[src/rtl/dlx_fetch_pkg.sv]
// Shared widths, reset PC and the buffered entry layout for the DLX instruction prefetch stage.
package dlx_fetch_pkg;

    localparam int DLX_DATA_WIDTH      = 32;
    localparam int DLX_INST_ADDR_WIDTH = 20;
    localparam int DLX_DEPTH           = 4;

    localparam logic [DLX_INST_ADDR_WIDTH-1:0] DLX_RESET_PC = '0;

    typedef struct packed {
        logic [DLX_INST_ADDR_WIDTH-1:0] pc;
        logic [DLX_DATA_WIDTH-1:0]      instr;
    } fetch_entry_t;

endpackage

[src/rtl/dlx_fetch_fifo.sv]
// First-word fall-through FIFO holding {pc, instr} entries; flush empties it in one cycle.
module dlx_fetch_fifo #(
    parameter int WIDTH = 52,
    parameter int DEPTH = 4
) (
    input  logic                       clk,
    input  logic                       i_rst,
    input  logic                       i_flush,
    input  logic                       i_push,
    input  logic [WIDTH-1:0]           i_data,
    input  logic                       i_pop,
    output logic [WIDTH-1:0]           o_head,
    output logic                       o_valid,
    output logic [$clog2(DEPTH+1)-1:0] o_count
);

    localparam int PW = $clog2(DEPTH);
    localparam int CW = $clog2(DEPTH+1);

    logic [WIDTH-1:0] r_mem [DEPTH];
    logic [PW-1:0]    r_wr_ptr;
    logic [PW-1:0]    r_rd_ptr;
    logic [CW-1:0]    r_count;
    logic [WIDTH-1:0] r_last;
    logic [WIDTH-1:0] w_head;
    logic             w_wr;

    assign w_wr = i_push & ~i_flush;

    // Once drained, the outputs keep showing the most recent head rather than stale storage.
    assign w_head  = (r_count != '0) ? r_mem[r_rd_ptr] : r_last;
    assign o_head  = w_head;
    assign o_valid = (r_count != '0);
    assign o_count = r_count;

    genvar gi;
    generate
        for (gi = 0; gi < DEPTH; gi++) begin : g_entry
            always_ff @(posedge clk) begin
                if (w_wr && (r_wr_ptr == PW'(gi))) begin
                    r_mem[gi] <= i_data;
                end
            end
        end
    endgenerate

    always_ff @(posedge clk) begin
        if (i_rst) begin
            r_wr_ptr <= '0;
            r_rd_ptr <= '0;
            r_count  <= '0;
            r_last   <= '0;
        end else begin
            r_last <= w_head;
            if (i_flush) begin
                r_wr_ptr <= '0;
                r_rd_ptr <= '0;
                r_count  <= '0;
            end else begin
                assert (!(i_push && !i_pop && (r_count == CW'(DEPTH))));
                assert (!(i_pop && (r_count == '0)));
                if (i_push) begin
                    r_wr_ptr <= r_wr_ptr + 1'b1;
                end
                if (i_pop) begin
                    r_rd_ptr <= r_rd_ptr + 1'b1;
                end
                if (i_push && !i_pop) begin
                    r_count <= r_count + 1'b1;
                end else if (!i_push && i_pop) begin
                    r_count <= r_count - 1'b1;
                end
            end
        end
    end

endmodule

[src/rtl/dlx_fetch_buffer.sv]
// Instruction prefetch: sequential ROM reads with credit-based issue, PC tagging and redirect flush.
module dlx_fetch_buffer
    import dlx_fetch_pkg::*;
#(
    parameter int DATA_WIDTH      = DLX_DATA_WIDTH,
    parameter int INST_ADDR_WIDTH = DLX_INST_ADDR_WIDTH,
    parameter int DEPTH           = DLX_DEPTH,
    parameter logic [INST_ADDR_WIDTH-1:0] RESET_PC = INST_ADDR_WIDTH'(DLX_RESET_PC)
) (
    input  logic                          clk,
    input  logic                          rst,
    output logic                          rom_rd_en,
    output logic [INST_ADDR_WIDTH-1:0]    rom_addr,
    input  logic [DATA_WIDTH-1:0]         rom_data,
    output logic                          fetch_valid,
    output logic [DATA_WIDTH-1:0]         fetch_instr,
    output logic [INST_ADDR_WIDTH-1:0]    fetch_pc,
    input  logic                          fetch_ready,
    input  logic                          redirect,
    input  logic [INST_ADDR_WIDTH-1:0]    redirect_pc,
    output logic [$clog2(DEPTH+1)-1:0]    fill_level
);

    localparam int CW = $clog2(DEPTH+1);
    localparam int EW = INST_ADDR_WIDTH + DATA_WIDTH;

    logic [INST_ADDR_WIDTH-1:0] r_next_pc;
    logic [INST_ADDR_WIDTH-1:0] r_rsp_pc;
    logic                       r_rsp_pending;

    logic [CW-1:0] w_count;
    logic [CW:0]   w_credit;
    logic [EW-1:0] w_head;
    logic          w_valid;
    logic          w_pop;
    logic          w_push;
    logic          w_issue;

    assign w_pop  = w_valid & fetch_ready & ~redirect;
    assign w_push = r_rsp_pending & ~redirect;

    // Entries held plus the read in flight, less the one leaving now, must leave room for one more.
    assign w_credit = {1'b0, w_count} + (CW+1)'(r_rsp_pending) - (CW+1)'(w_pop);
    assign w_issue  = ~rst & ~redirect & (w_credit < (CW+1)'(DEPTH));

    assign rom_rd_en   = w_issue;
    assign rom_addr    = r_next_pc;
    assign fetch_valid = w_valid;
    assign fetch_pc    = w_head[EW-1 -: INST_ADDR_WIDTH];
    assign fetch_instr = w_head[DATA_WIDTH-1:0];
    assign fill_level  = w_count;

    always_ff @(posedge clk) begin
        if (rst) begin
            r_next_pc     <= RESET_PC;
            r_rsp_pc      <= RESET_PC;
            r_rsp_pending <= 1'b0;
        end else if (redirect) begin
            r_next_pc     <= redirect_pc;
            r_rsp_pending <= 1'b0;
        end else begin
            r_rsp_pending <= w_issue;
            if (w_issue) begin
                r_next_pc <= r_next_pc + 1'b1;
                r_rsp_pc  <= r_next_pc;
            end
        end
    end

    dlx_fetch_fifo #(
        .WIDTH (EW),
        .DEPTH (DEPTH)
    ) u_fifo (
        .clk     (clk),
        .i_rst   (rst),
        .i_flush (redirect),
        .i_push  (w_push),
        .i_data  ({r_rsp_pc, rom_data}),
        .i_pop   (w_pop),
        .o_head  (w_head),
        .o_valid (w_valid),
        .o_count (w_count)
    );

endmodule
[config.mk]
export PLATFORM = sky130hd
export DESIGN_NAME = dlx_fetch_buffer
export DESIGN_NICKNAME = d
export VERILOG_FILES = /design/src/rtl/dlx_fetch_pkg.sv /design/src/rtl/dlx_fetch_fifo.sv /design/src/rtl/dlx_fetch_buffer.sv
export SDC_FILE = /design/constraint.sdc
export NUM_CORES = 1
export LEC_CHECK = 0
export CORE_UTILIZATION = 47
export DETAILED_ROUTE_END_ITERATION = 10
export DONT_BUFFER_PORTS = 1
export PLACE_DENSITY = 0.62
export SLEW_MARGIN = 20
export SYNTH_ARGS = -nofsm -noshare
export SYNTH_HDL_FRONTEND = slang
export SYNTH_SLANG_ARGS = --single-unit
[constraint.sdc]
create_clock -name clk -period 2.9 [get_ports clk]
set_input_delay 0.29 -clock clk [delete_from_list [all_inputs] [get_ports clk]]
set_output_delay 0.29 -clock clk [all_outputs]
set_load 0.02 [all_outputs]
Yosys cells after proc, flatten, opt, wreduce, memory -nomap -nowiden
Memory sizes are Yosys's and may differ from the RTL's. A register that Yosys moved wholly into a read port is not among the register bits.
Index checks and enable logic that the tools add are counted.
- RAM bits: 208
- register bits after elaboration: 100
- memories kept: 1
- bits of input ports: 56
- order comparisons: 1
- equality and inequality tests: 3
- reductions and logical operators: 17
- muxes and demuxes: 24
- add/sub/neg operators: 7
- bitwise gates (word level): 8
- memories (name ; depth ; width ; rd ports ; clocked after memory_dff ; wr ports ; line ; RTL):
    u_fifo.r_mem ; 4 ; 52 ; 1 ; 1 ; 1 ; dlx_fetch_fifo.sv:20 ; logic [WIDTH-1:0] r_mem [DEPTH];
- operators by type and width (cell ; number):
    2-to-1 mux 52 bit ; 4
    OR reduction 52 bit ; 3
    2-to-1 mux 20 bit ; 2
    adder 20 x 1 -> 20 bit, second input constant ; 1
    2-to-1 mux 1 bit ; 11
    2-to-1 mux 2 bit ; 5
    AND 1 bit ; 6
    logical AND 1 bit ; 6
    2-to-1 mux 3 bit ; 2
    adder 2 x 1 -> 2 bit, second input constant ; 2
    adder 3 x 1 -> 4 bit ; 1
    equality test 2 bit, second input constant ; 2
    less-than comparator 4 x 3 -> 1 bit, second input constant ; 1
    nonzero test 2 bit ; 2
    subtractor 4 x 1 -> 4 bit ; 1
    adder 3 x 1 -> 3 bit, second input constant ; 1
    nonzero test 3 bit ; 1
    subtractor 3 x 1 -> 3 bit, second input constant ; 1
    equality test 2 x 1 -> 1 bit, second input constant ; 1
    logical NOT 1 bit ; 2
    logical NOT 2 bit ; 1
    inverter 1 bit ; 2
    AND reduction 2 bit ; 1
    OR reduction 2 bit ; 1

Longest topological paths before layout
- depth in word-level cells: 10
- gate-level depth with buffers: 12
- depth with buffers taken out: 10

Cells and area by module
A second synthesis with hierarchy kept.
- cell total of the unflattened synthesis: 703
- area, all modules: 11966.5 sq um
- modules (own cells, without submodules) (module ; cells an instance ; times used ; area an instance (sq um) ; sequential area each (sq um)):
    dlx_fetch_fifo ; 484 ; 1 ; 9948.3 ; 7467.2
    dlx_fetch_buffer ; 219 ; 1 ; 2018.2 ; 820.8

Worst setup path after synthesis
OpenSTA, ideal clock, no wires.
- kind: register to register
- start: register u_fifo.r_count[0] (netlist: u_fifo.o_count[0])
- end: register r_next_pc[3] (netlist: rom_addr[3])
- cell stages (with the launch flop): 13
- data arrival time: 2.941 ns
- path buffers: 2
- path slack: -0.132 ns
- cells stage by stage: dfxtp_1 -> nor3_2 -> nor3b_1 -> ha_1 -> inv_1 -> ha_1 -> and3b_1 -> a211o_1 -> buf_6 -> and2_1 -> buf_6 -> or3_1 -> a311oi_1
- longest elaborated chain between the ends: 7
- elaborated cells on any way between the ends: 8
- RTL lines (what ; line ; RTL):
    from (decl) ; dlx_fetch_fifo.sv:23 ; logic [CW-1:0] r_count;
    from (signal assigned) ; dlx_fetch_fifo.sv:69 ; r_count <= r_count + 1'b1;
    from (signal assigned) ; dlx_fetch_fifo.sv:71 ; r_count <= r_count - 1'b1;
    nonzero test 3 bit ; dlx_fetch_fifo.sv:33 ; assign o_valid = (r_count != '0);
    AND 1 bit (2 in a row) ; dlx_fetch_buffer.sv:39 ; assign w_pop = w_valid & fetch_ready & ~redirect;
    net u_fifo.i_pop ; dlx_fetch_fifo.sv:11 ; input logic i_pop,
    subtractor 4 x 1 -> 4 bit ; dlx_fetch_buffer.sv:43 ; assign w_credit = {1'b0, w_count} + (CW+1)'(r_rsp_pending) - (CW+1)'(w_pop);
    less-than comparator 4 x 3 -> 1 bit ; dlx_fetch_buffer.sv:44 ; assign w_issue = ~rst & ~redirect & (w_credit < (CW+1)'(DEPTH));
    AND 1 bit ; dlx_fetch_buffer.sv:44 ;
    nonzero test 2 bit (no source line) ; - ;
    to (signal assigned) ; dlx_fetch_buffer.sv:59 ; r_next_pc <= redirect_pc;
    to (signal assigned) ; dlx_fetch_buffer.sv:64 ; r_next_pc <= r_next_pc + 1'b1;
    to (decl) ; dlx_fetch_buffer.sv:27 ; logic [INST_ADDR_WIDTH-1:0] r_next_pc;
The timed path passes the listed nets, and every way through them passes these cells.
A chain may end at the register's enable or synchronous reset.

Worst setup path in the final report
- start: register u_fifo.r_count[2] (netlist: u_fifo.o_count[2])
- end: register r_next_pc[14] (netlist: rom_addr[14])
The elaborated chain is that of the path after synthesis.

==> qor.txt <==
outcome: completed
most common library cell in the layout ignoring fill and taps: edfxtp_1
Netlist Area Pre-Place: 11900 µm²
share of layout cells above drive strength 1: 23.2%
r2r startpoint: u_fifo.o_count[2]
GR Overflow Total: 0
CP startpoint kind: flip-flop
Setup Viol. Count Final: 0
fin crit period: 2750 ps
I/O pin cnt: 133
Final ANT Viol Nets: 0
final-report hold violation count: 0
1st-iter DRT viols: 320
leading area contributor after synthesis: edfxtp_1
pwr/cell area: 693 nW/µm²
CTS Buffer Depth: 3
reg2reg setup slack: 150 ps
Final Max Slew Viols: 0
critical-path maximum fanout: 15
Root Driver: clkbuf_16
Syn. warnings: 0
CTS Sinks: 310
Reg clk slew, reported paths: 60 ps
top post-synthesis cells by area: edfxtp_1 (52%), dfxtp_1 (17%), mux4_2 (9.8%)
final wirelength: 22200 µm
Syn Nets: 774
RSZ-0062 raised after global routing: no
arrival time at the worst endpoint: 3140 ps
TritonCTS Buffers: 34
Final TNS setup: 0 ps
antenna cells: 0
Routed WL per cell: 19.9 µm
number of global-route vias before repair: 6658
leak pwr: 4.67 nW
Initial Util: 48.4%
worst path required time: 3290 ps
worst setup path start: u_fifo.o_count[2]
maximum vdd ir drop: 0.000368 V
Vias per Instance: 5.51
Die ar.: 26000 µm²
setup bufs post-CTS: 0
syn_area_per_cell: 16.8 µm²
Design Power: 0.00966 W
Rows: 57
core area: 24600 µm²
P&R area growth vs syn: 17.1%
Max-Cap Viols: 0
worst reg2reg path endpoint: rom_addr[14]
CP Class: reg -> reg
Seq. cell area: 8290 µm²
DR pass1 iterations: 4
port buffer count: 0
Synth Register Bits: 310
M1 GR Usage: 21.4%
initial antenna violation count: 0
worst min path class: in -> reg
via count: 6151
Mapped Cells: 708
sequential fraction of the synthesis area: 69.6%
DP HPWL: 12800 µm
cells on worst reg2reg path: 11
Die Height: 161 µm
largest net degree at the start of global routing: 93
insertion delay of the later-clocked pin in the worst-skew pair: 500 ps
Slew @ Worst Pin: 910 ps
busiest grt layer: met2
DRC violations left: 0
crit share post-route: 94.8%
Worst Setup End Kind: flip-flop
commonest cells after routing, fill and taps aside: edfxtp_1 (208), dfxtp_1 (100), nor2b_1 (53)
Yosys top cell area share: 52.4%
share of flip-flops with an asynchronous set or reset: 0%
Worst Clk Skew: 15.5 ps
Die W: 161 µm
top_reg_cell synth: edfxtp_1
relative slew slack: 38.9%
H-tree depth: 2
Post-synth EDFFs: 208
Worst Hold Path EP: rom_addr[6]
met2 Track Usage GR: 30.4%
Achievable Freq: 364 MHz
number of fill cells in the layout: 1919
Routability Congestion: 0.852
hold_sp: redirect_pc[6]
Overall Global Routing Usage: 17.6%
met3 Resource Use GR: 4.57%
area of the multi-input gates: 3410 µm²
fin nets: 834
TritonCTS clock tree: done
Unique masters post-synth: 43
Hold Path Depth: 2
global-route wire length before repair: 35400 µm
-- state kept, by name (all words and copies together) (netlist names), named ones only --
register         cells
u_fifo.r_mem       208
r_rsp_pending        1
u_fifo.o_count       3
r_rsp_pc            20
u_fifo.r_rd_ptr      2
u_fifo.r_last       52
u_fifo.r_wr_ptr      2
rom_addr            20
-- synth_stat cells, types with 2 or more instances --
library cell,n
edfxtp_1,208
dfxtp_1,102
nor2b_1,53
mux2_2,52
mux4_2,52
nor2_1,43
clkbuf_1,28
mux2i_1,21
a211oi_1,17
xnor2_1,16
inv_1,14
a21oi_1,11
nand2_1,11
ha_1,9
nand3_1,9
buf_2,8
and2_1,5
o21ai_0,5
and4_1,4
xor2_1,4
a2111oi_2,3
a221oi_1,3
buf_6,3
nand2b_1,3
nand4_1,3
a211o_1,2
a311oi_1,2
or3_1,2
-- cells by family (layout without fill, tap and decap cells) --
group / Yosys count / count (layout) / share of synthesized area (%)
flops: 310 / 310 / 69.6
simple gates: 139 / 139 / 6.22
mux: 125 / 125 / 16.5
buf+inv: 55 / 140 / 2.01
compound gates: 49 / 49 / 3.11
xor+xnor: 20 / 20 / 1.47
fa+ha+maj: 10 / 10 / 1.11
-- worst max path at each step --
stage	end	slack (ps)	cells past startpoint
after CTS	rom_rd_en	130	8
after global placement	rom_addr[18]	350	11
after global routing	rom_addr[14]	3	11
after floorplan	rom_addr[3]	20	12
final	rom_addr[14]	150	11
after detailed placement	rom_addr[14]	170	11
-- power breakdown --
group          switching [W]  internal (W)  leakage [nW]
logic               0.000383      0.000275          1.40
clock network        0.00163       0.00246         0.525
registers           0.000101       0.00482          2.74
-- critical path: stages, from the launching register on --
cell,delay (ps)
dfxtp_1,380
nor3_4,70
nor3b_2,220
ha_1,180
inv_1,40
ha_1,250
and3b_1,180
a211o_1,300
buf_4,220
a2111oi_2,430
xnor2_1,120
a211oi_1,250
-- layer usage --
layer / wire (µm) / vias to the layer above
met5: 0 / -
met4: 477 / 0
met3: 1320 / 45
met2: 11100 / 166
met1: 9250 / 3131
li1: - / 2809
-- area by class of cell --
cell class	instances	area share (%)
Sequential cell	310	59.5
Inverter	15	0.404
Multi-Input combinational cell	343	24.5
Tap cell	324	2.91
Clock buffer	47	6.75
Timing Repair Buffer	64	5.08
Clock inverter	14	0.915
-- metrics by stage --
step | hold slack [ps] | area [µm²] | util (%) | worst slack, ps | std cells
final | 31.7 | 13900 | 56.7 | 150 | 1117
after floorplan | 389 | 11900 | - | 16.3 | 708
after global routing | 29.2 | 13900 | 56.7 | 3.27 | 1117
after CTS | 3.79 | 13900 | 56.7 | 129 | 1117
after global placement | 371 | 12400 | 50.3 | 351 | 1007
after detailed placement | 375 | 12400 | 50.3 | 172 | 1007
-- what timing repair did --
| action | 4_1_cts | 5_1_grt |
|---|---|---|
| resized for setup | 0 | 0 |
| hold buffers | 49 | 0 |
| endpoints found under the hold margin | 220 | 0 |
(Power assumes the default switching activity.)
